File: src/rtl/sys_defs.sv
// sys_defs: shared types and constants for pipe_alu.
// Optional feature macro: PIPE_ALU_MUL_EN (adds the MUL_BUSY state encoding).
package sys_defs;

  typedef enum logic [3:0] {
    ALU_ADD   = 4'd0,
    ALU_SUB   = 4'd1,
    ALU_AND   = 4'd2,
    ALU_OR    = 4'd3,
    ALU_XOR   = 4'd4,
    ALU_SLT   = 4'd5,
    ALU_SLTU  = 4'd6,
    ALU_SLL   = 4'd7,
    ALU_SRL   = 4'd8,
    ALU_SRA   = 4'd9,
    ALU_MUL   = 4'd10,
    ALU_MULHU = 4'd11
  } ALU_FUNC;

  // Result pattern for unsupported functions, replicated or truncated to WIDTH.
  localparam logic [31:0] ALU_DEADBEEF = 32'hdeadbeef;

`ifdef PIPE_ALU_MUL_EN
  typedef enum logic [1:0] {
    ST_IDLE     = 2'd0,
    ST_MUL_BUSY = 2'd1,
    ST_HOLD     = 2'd2
  } alu_state_e;
`else
  typedef enum logic [1:0] {
    ST_IDLE = 2'd0,
    ST_HOLD = 2'd2
  } alu_state_e;
`endif

endpackage

File: src/rtl/alu_mul_iter.sv
// alu_mul_iter: unsigned shift-add multiplier, one multiplier bit per cycle.
// A start pulse loads the operands; WIDTH iterations follow. done is high
// during the final iteration and prod then carries the completed 2*WIDTH
// product, so the consumer can register it on the same edge that finishes
// the last iteration.
// Only instantiated when PIPE_ALU_MUL_EN is defined.
module alu_mul_iter #(
  parameter int WIDTH = 32
) (
  input  logic               clock,
  input  logic               reset_n,
  input  logic               start,
  input  logic [WIDTH-1:0]   opa,
  input  logic [WIDTH-1:0]   opb,
  output logic               done,
  output logic [2*WIDTH-1:0] prod
);
  localparam int CNT_W = $clog2(WIDTH + 1);

  logic             r_busy;
  logic [CNT_W-1:0] r_cnt;
  logic [WIDTH-1:0] r_mcand;
  logic [WIDTH-1:0] r_hi;
  logic [WIDTH-1:0] r_lo;
  logic [WIDTH:0]   w_sum;

  // Partial-product add: multiplicand joins the high half when the current
  // multiplier bit (lo[0]) is set; the carry lands in w_sum[WIDTH].
  assign w_sum = {1'b0, r_hi} + {1'b0, (r_lo[0] ? r_mcand : {WIDTH{1'b0}})};

  // Load on start, then shift the {hi,lo} pair right once per iteration,
  // counting down to terminal count 1 (the last iteration).
  always_ff @(posedge clock or negedge reset_n) begin
    if (!reset_n) begin
      r_busy  <= 1'b0;
      r_cnt   <= '0;
      r_mcand <= '0;
      r_hi    <= '0;
      r_lo    <= '0;
    end else if (start) begin
      r_busy  <= 1'b1;
      r_cnt   <= CNT_W'(WIDTH);
      r_mcand <= opa;
      r_hi    <= '0;
      r_lo    <= opb;
    end else if (r_busy) begin
      r_hi  <= w_sum[WIDTH:1];
      r_lo  <= {w_sum[0], r_lo[WIDTH-1:1]};
      r_cnt <= r_cnt - CNT_W'(1);
      if (r_cnt == CNT_W'(1)) begin
        r_busy <= 1'b0;
      end
    end
  end

  assign done = r_busy && (r_cnt == CNT_W'(1));
  assign prod = {w_sum, r_lo[WIDTH-1:1]};

endmodule

File: src/rtl/pipe_alu.sv
// pipe_alu: single-issue ALU. Single-cycle ops go straight into the output
// register (latency 1, one per cycle); MUL/MULHU run on an iterative
// multiplier (latency WIDTH+1) and block new requests until taken.
// Optional feature macro: PIPE_ALU_MUL_EN (without it MUL/MULHU are
// reported as illegal like any other unsupported function).
//
// state    | meaning
// IDLE     | accepting ops; single-cycle results flow to the output register
// MUL_BUSY | multiplier iterating, no new ops accepted
// HOLD     | multiply result presented, waiting for the consumer
module pipe_alu
  import sys_defs::*;
#(
  parameter int WIDTH = 32,  // power of two, 8..64
  parameter int TAG_W = 4
) (
  input  logic             clock,
  input  logic             reset_n,
  input  logic             in_valid,
  output logic             in_ready,
  input  logic [WIDTH-1:0] opa,
  input  logic [WIDTH-1:0] opb,
  input  ALU_FUNC          alu_func,
  input  logic [TAG_W-1:0] in_tag,
  output logic             out_valid,
  input  logic             out_ready,
  output logic [WIDTH-1:0] result,
  output logic [TAG_W-1:0] out_tag,
  output logic             illegal
);
  localparam int SHAMT_W = $clog2(WIDTH);
  // WIDTH never exceeds 64, so two copies of the pattern cover every width.
  localparam logic [63:0]      DEAD_REP  = {ALU_DEADBEEF, ALU_DEADBEEF};
  localparam logic [WIDTH-1:0] DEAD_FILL = DEAD_REP[WIDTH-1:0];

  alu_state_e       r_state;
  alu_state_e       w_state_nxt;
  logic             r_out_valid;
  logic [WIDTH-1:0] r_result;
  logic [TAG_W-1:0] r_out_tag;
  logic             r_illegal;

  logic               w_accept;
  logic               w_single;
  logic [SHAMT_W-1:0] w_shamt;
  logic [WIDTH-1:0]   w_alu_res;
  logic               w_alu_ill;

`ifdef PIPE_ALU_MUL_EN
  logic               w_is_mul;
  logic               w_mul_start;
  logic               w_mul_done;
  logic [2*WIDTH-1:0] w_prod;
  logic [TAG_W-1:0]   r_mul_tag;
  logic               r_mul_hi;
`endif

  // Reset forces in_ready low; only one request is ever in flight past the
  // output register, and the consumer taking a result frees the slot.
  assign in_ready = reset_n && (r_state == ST_IDLE) && (!r_out_valid || out_ready);
  assign w_accept = in_valid && in_ready;
  assign w_shamt  = opb[SHAMT_W-1:0];

`ifdef PIPE_ALU_MUL_EN
  assign w_is_mul    = (alu_func == ALU_MUL) || (alu_func == ALU_MULHU);
  assign w_mul_start = w_accept && w_is_mul;
  assign w_single    = w_accept && !w_is_mul;

  alu_mul_iter #(
    .WIDTH (WIDTH)
  ) u_mul (
    .clock   (clock),
    .reset_n (reset_n),
    .start   (w_mul_start),
    .opa     (opa),
    .opb     (opb),
    .done    (w_mul_done),
    .prod    (w_prod)
  );

  // Remember which half and whose tag the running multiply should report.
  always_ff @(posedge clock or negedge reset_n) begin
    if (!reset_n) begin
      r_mul_tag <= '0;
      r_mul_hi  <= 1'b0;
    end else if (w_mul_start) begin
      r_mul_tag <= in_tag;
      r_mul_hi  <= (alu_func == ALU_MULHU);
    end
  end
`else
  assign w_single = w_accept;
`endif

  // Single-cycle datapath; anything not listed (including MUL/MULHU when
  // they are not built) reports the fill pattern and the illegal flag.
  always_comb begin
    w_alu_res = DEAD_FILL;
    w_alu_ill = 1'b1;
    case (alu_func)
      ALU_ADD:  begin w_alu_res = opa + opb;                 w_alu_ill = 1'b0; end
      ALU_SUB:  begin w_alu_res = opa - opb;                 w_alu_ill = 1'b0; end
      ALU_AND:  begin w_alu_res = opa & opb;                 w_alu_ill = 1'b0; end
      ALU_OR:   begin w_alu_res = opa | opb;                 w_alu_ill = 1'b0; end
      ALU_XOR:  begin w_alu_res = opa ^ opb;                 w_alu_ill = 1'b0; end
      ALU_SLT:  begin
        w_alu_res = {{(WIDTH-1){1'b0}}, ($signed(opa) < $signed(opb))};
        w_alu_ill = 1'b0;
      end
      ALU_SLTU: begin
        w_alu_res = {{(WIDTH-1){1'b0}}, (opa < opb)};
        w_alu_ill = 1'b0;
      end
      ALU_SLL:  begin w_alu_res = opa << w_shamt;            w_alu_ill = 1'b0; end
      ALU_SRL:  begin w_alu_res = opa >> w_shamt;            w_alu_ill = 1'b0; end
      ALU_SRA:  begin w_alu_res = $signed(opa) >>> w_shamt;  w_alu_ill = 1'b0; end
      default:  ;
    endcase
  end

  // State register.
  always_ff @(posedge clock or negedge reset_n) begin
    if (!reset_n) begin
      r_state <= ST_IDLE;
    end else begin
      r_state <= w_state_nxt;
    end
  end

  // Next-state: only multiplies leave IDLE; single-cycle ops stay put.
  always_comb begin
    w_state_nxt = r_state;
    case (r_state)
`ifdef PIPE_ALU_MUL_EN
      ST_IDLE:     if (w_mul_start) w_state_nxt = ST_MUL_BUSY;
      ST_MUL_BUSY: if (w_mul_done)  w_state_nxt = ST_HOLD;
`else
      ST_IDLE:     w_state_nxt = ST_IDLE;
`endif
      ST_HOLD:     if (r_out_valid && out_ready) w_state_nxt = ST_IDLE;
      default:     w_state_nxt = ST_IDLE;
    endcase
  end

  // Output register: load on a single-cycle accept or multiply completion,
  // otherwise hold the payload and drop valid once the consumer takes it.
  // A multiply accept falls through to the handshake branch, which retires
  // any result being taken in that same cycle.
  always_ff @(posedge clock or negedge reset_n) begin
    if (!reset_n) begin
      r_out_valid <= 1'b0;
      r_result    <= '0;
      r_out_tag   <= '0;
      r_illegal   <= 1'b0;
    end else if (w_single) begin
      r_out_valid <= 1'b1;
      r_result    <= w_alu_res;
      r_out_tag   <= in_tag;
      r_illegal   <= w_alu_ill;
`ifdef PIPE_ALU_MUL_EN
    end else if (w_mul_done) begin
      r_out_valid <= 1'b1;
      r_result    <= r_mul_hi ? w_prod[2*WIDTH-1:WIDTH] : w_prod[WIDTH-1:0];
      r_out_tag   <= r_mul_tag;
      r_illegal   <= 1'b0;
`endif
    end else if (r_out_valid && out_ready) begin
      r_out_valid <= 1'b0;
    end
  end

  assign out_valid = r_out_valid;
  assign result    = r_result;
  assign out_tag   = r_out_tag;
  assign illegal   = r_illegal;

endmodule

File: config.mk
export PLATFORM = sky130hd
export DESIGN_NAME = pipe_alu
export DESIGN_NICKNAME = d
export VERILOG_FILES = /design/src/rtl/sys_defs.sv /design/src/rtl/alu_mul_iter.sv /design/src/rtl/pipe_alu.sv
export SDC_FILE = /design/constraint.sdc
export NUM_CORES = 1
export LEC_CHECK = 0
export BUFFER_PORTS_ARGS = -buffer_cell sky130_fd_sc_hd__buf_2
export CORE_MARGIN = 2
export CORE_UTILIZATION = 35
export DETAILED_ROUTE_END_ITERATION = 8
export GPL_TIMING_DRIVEN = 1
export SETUP_SLACK_MARGIN = 0.15
export SKIP_CTS_REPAIR_TIMING = 1
export SLEW_MARGIN = 20
export SYNTH_ARGS = -nofsm -noshare
export SYNTH_HDL_FRONTEND = slang
export SYNTH_SLANG_ARGS = --single-unit
File: constraint.sdc
create_clock -name clock -period 4.2 [get_ports clock]
set_input_delay 0.21 -clock clock [delete_from_list [all_inputs] [get_ports clock]]
set_output_delay 0.21 -clock clock [all_outputs]
set_load 0.05 [all_outputs]
---- After elaboration in Yosys (flattened, before gate mapping) ----
Index checks and enable logic that the tools add are counted.
storage, ports and cells
  memory bits (writable) .................. 0
  bits in latches ......................... 0
  input port bits ......................... 76
  register bits ........................... 40
  memory bits (read-only) ................. 0
  memories kept ........................... 0
  word-level logic and storage cells ...... 42
  output and inout bits ................... 39
operators by class
  $add $sub $neg .......................... 2
  eq/ne operators ......................... 11
  bitwise gates (word level) .............. 3
  multiply operators ...................... 0
  divide/modulo/power cells ............... 0
  $lt $le $gt $ge ......................... 2
  reductions and logical operators ........ 10
  shift operators ......................... 3
  multiplexer cells ....................... 6
operators by type and width
  operator                                                         number
  32-bit case mux with 10 select lines                             1
  32-bit < comparator                                              2
  32-bit adder                                                     1
  32-bit bitwise AND                                               1
  32-bit bitwise OR                                                1
  32-bit by 5-bit << shifter with 32-bit output                    1
  32-bit by 5-bit >> shifter with 32-bit output                    1
  32-bit by 5-bit >>> shifter with 32-bit output                   1
  32-bit subtractor                                                1
  32-bit bitwise XOR                                               1
  4-bit by 3-bit == test with 1-bit output, second input constant  4
  10-bit OR reduction                                              1
  4-bit by 2-bit == test with 1-bit output, second input constant  2
  4-bit == test, second input constant                             2
  4-bit by 1-bit == test with 1-bit output, second input constant  1
  1-bit logical AND                                                4
  4-bit zero test                                                  1
  2-bit two-way mux                                                2
  1-bit two-way mux                                                3
  2-bit == test, second input constant                             1
  2-bit zero test                                                  1
  2-bit != test, second input constant                             1
  2-bit nonzero test                                               1
  1-bit zero test                                                  1
  1-bit logical OR                                                 1

---- Logic depth before layout (Yosys ltp) ----
  depth after elaboration ................. 5
  gate-level depth with buffers ........... 14
  depth with buffers taken out ............ 13

---- Worst setup path after synthesis ----
OpenSTA, ideal clock, no wires.
  kind .................................... input to register
  start point ............................. in opb[2]
  end point ............................... reg r_result[26], in the netlist result[26]
  slack ................................... 549 ps
  stages on the path ...................... 13
  path buffers ............................ 2
  arrival time ............................ 3513 ps
  cell sequence ........................... clkinv_1 -> buf_1 -> clkbuf_1 -> ha_1 -> nor2b_1 -> o21a_2 -> o211ai_2 -> or4_4 -> a2111oi_4 -> o21ai_2 -> mux2_4 -> a211oi_2 -> o221ai_1
on the way
  word-level cells in the longest chain between the ends .. 2
RTL lines
  element                                    RTL line         text
  start: declaration                         pipe_alu.sv:22   input logic [WIDTH-1:0] opb,
  32-bit subtractor (tied with other cells)  pipe_alu.sv:102  ALU_SUB: begin w_alu_res = opa - opb; w_alu_ill = 1'b0; end
  32-bit case mux with 10 select lines (*)   pipe_alu.sv:100  case (alu_func)
  end signal: assignment                     pipe_alu.sv:157  r_result <= w_alu_res;
  end: declaration                           pipe_alu.sv:39   logic [WIDTH-1:0] r_result;
Mark *: on every way between the ends. The rest lies on a longest branch, timed or not.
A chain may end at the register's enable or synchronous reset.

---- Worst setup path after layout ----
  start point ............................. in opa[9]
  end point ............................... reg r_result[26], in the netlist result[26]
on the way
  word-level cells in the longest chain between the ends .. 2
RTL lines
  element                                    RTL line         text
  start: declaration                         pipe_alu.sv:21   input logic [WIDTH-1:0] opa,
  32-bit subtractor (tied with other cells)  pipe_alu.sv:102
  32-bit case mux with 10 select lines (*)   pipe_alu.sv:100
Marks and branches as above.

==> results by group <==
Floorplanning
  • Chip width: 173 um
  • Chip Height: 173 um
  • Initial Util: 35.7%
  • Boundary Pins: 115
  • Core area: ~0.028 mm^2
  • Die area: 0.0298 mm^2
  • Rows: 61

Setup path
  • Required time of the critical path: 4420 ps
  • CP Launch Point: opa[9]
  • Worst r2r dst: result[5]
  • Crit Path Class: primary input to flip-flop
  • Reg-to-reg slack, setup: between 1500 and 2000 ps
  • CP arrival: 3380 ps
  • CP endpoint kind: flip-flop
  • CP max FO: 11
  • R2r startpoint: out_valid
  • Worst r2r path cells: 6
  • Startpoint Class: primary input

Synth
  • Synth Area in Simple Gates: 20.3%
  • FFs w/ async S/R, synth: 100%
  • Post-synth EDFFs: 0
  • Xor/xnor cell area share of the yosys netlist: 1.32%
  • YS warnings: 0
  • Compound-Gate Fraction of Synth Area: 31.8%
  • Mux share of post-synthesis cell area: 16.6%
  • Main combinational cell family by area after synthesis: compound AO/OA/AOI/OAI gates
  • #FFs+latches synth: 38
  • Synthesized area: ~0.01 mm^2
  • Syn_area_per_cell: 7.26 um^2
  • Post-Synthesis Cells: about 1,400
  • Sequential-to-total area share from yosys stat: a little under a tenth
  • Post-Synth Adder-Cell Area: 12.6%
  • Syn Nets: 1,547
  • Most used flip-flop cell after synthesis: dfrtp_1
  • Distinct cell type count after synthesis: 81

Timing
  • RSZ-0062 raised after global routing: false
  • Final setup vio count: 0
  • Slew Viols, Final: 0
  • Slew headroom: 20.3%
  • Min Clock Period, post-route: 3160 ps
  • Final clock skew: about 9.5 ps
  • Fmax: 0.317 GHz
  • Setup TNS: 0 ps
  • Endpoints failing hold: 0
  • Final period util: 75.2%
  • Slew @ Worst Pin: 1180 ps

Global routing
  • Grt met2 use: 48.4%
  • Number of global-route vias before repair: around 11,000
  • Most Crowded Layer GR: met2
  • Grt ovf: 0
  • Largest net degree at the start of global routing: 71
  • Initial antenna violation count: 1
  • First-pass GRT wire length: approximately 73 mm
  • All-layer global routing usage: 32.3%
  • Met3 usage: 5.23%
  • GR Util met1: 44.4%

Clocking
  • Max Root-Sink Buffers: 2
  • Clk pin slew, worst setup/hold paths: 70 ps
  • Clock buffer count from CTS: 5
  • Clock Sinks: 38
  • Clk root buf: clkbuf_16
  • CTS tree: done
  • Worst-Skew Late Latency: 300 ps
  • Level count of the clock H-tree: 2

Routing
  • WL per Instance: 27.4 um
  • DR vias: about 12,000
  • Drt pass-1 iters: 6
  • Post-route ant nets: 0
  • WL final: 49.7 mm
  • Vias/cell: about 6.6
  • DR iter-0 viols: 1,621
  • Post-route DRC: 0

Cells and area
  • Share of post-route cells with drive strength above 1: between 10% and 20%
  • Area of the multi-input gates: 0.00825 mm^2
  • Fin cells: approximately 1,800
  • Post-route design area: 0.0111 mm^2
  • Most frequent cells in the layout: 184 x nor2_1, 134 x a21oi_1, 113 x buf_2
  • Final Util: roughly two fifths
  • Commonest non-fill, non-tap cell in the layout: nor2_1
  • Filler instances: 2,992
  • Number of nets in the layout: 1,608
  • Area growth syn-to-layout: 11.7%
  • Register Area: 951 um^2

Power and ir drop
  • Leakage: 4.68 nW
  • Total chip power: 2.73 mW
  • PD cells: 245 mW/mm^2
  • VDD IR max: around 0.00014 V

Min path
  • Hold Path Stages: 3
  • Hold WC Path Type: primary input to flip-flop
  • Hold endpoint: out_tag[3]
  • Hold Startpoint: in_tag[3]

Place
  • Global placement routability congestion: 1.02
  • Placed inst area: ~0.011 mm^2
  • PortBufs: about 110
  • DP HPWL: between 30 and 40 mm
  • Post-placement cell count: 1,803

Status
  • Run status: finished, final reports clean

Flow run
  • Max-capacitance violation count: 0
## stage by stage
| step | hold slack, ps | setup slack, ps |
|---|---|---|
| after global routing | 120 | 916 |
| final | 97.8 | 1040 |
| after detailed placement | 179 | 809 |
| after floorplan | -85.6 | 549 |
| after CTS | -141 | 1120 |
| after global placement | 176 | 831 |
## cells by family after synthesis
logic type	count (synthesis)
AOI/OAI and AO/OA	482
and+or+nand+nor	448
buffers and inverters	195
adders and majority gates	99
muxes	95
DFF	38
xor gates and xnor gates	15
## flip-flops by register name (all words and copies together) (netlist names)
signal     cells
result        32
out_tag        4
out_valid      1
illegal        1
## worst max-delay path by stage
stage,to,slack [ps],cells after the start
2_1_floorplan,result[26],550,13
3_3_place_gp,result[26],830,12
4_1_cts,result[26],1120,14
5_1_grt,result[19],920,12
3_5_place_dp,result[26],810,14
6_report,result[26],1040,12
## final cells by class
type	count	share of cell area (%)
multi-input combinational	1139	74.1
clock inverter	3	0.619
timing repair buffer	157	8.19
clock buffer	5	1.12
tap	378	4.25
antenna	1	0.0225
inverter	92	3.10
sequential	38	8.55
## cell usage after synthesis, types with 17 or more instances
library cell / count / area, um^2
a22oi_1: 20 / 150
o21ai_0: 84 / 420
nor3_1: 43 / 215
a21oi_1: 134 / 671
clkbuf_1: 69 / 259
mux2i_1: 29 / 290
nor2_1: 184 / 691
a211oi_1: 25 / 188
nand2_1: 111 / 417
or3_1: 22 / 138
o211ai_1: 23 / 173
a31oi_1: 17 / 106
dfrtp_1: 38 / 951
inv_1: 85 / 319
mux4_2: 55 / 1240
buf_1: 17 / 63.8
nand3_1: 20 / 100
o21ai_1: 21 / 105
ha_1: 97 / 1210
## worst max-delay path, stage by stage
cell and delay [ps]:
buf_2 180, inv_1 80, ha_1 510, nand2_1 110, nor3_1 320, a41oi_1 260, o21ai_1 510, o31a_1 300
nand2b_1 190, nand4_1 160, a2111o_1 450, o221ai_1 80
## per-layer routing
layer	up-vias	routed length, um
met3	141	5090
met5	-	0
met2	856	21000
met1	5791	20200
met4	0	3370
li1	5236	-
## power by group
part | leakage (nW) | total, mW | internal (mW) | switching [mW]
clock network | 0.0940 | 0.537 | 0.342 | 0.195
logic | 4.15 | 1.71 | 0.535 | 1.17
registers | 0.437 | 0.486 | 0.433 | 0.0526
total | 4.68 | 2.73 | 1.31 | 1.42
Note: power is estimated with default switching activity, not from simulation.
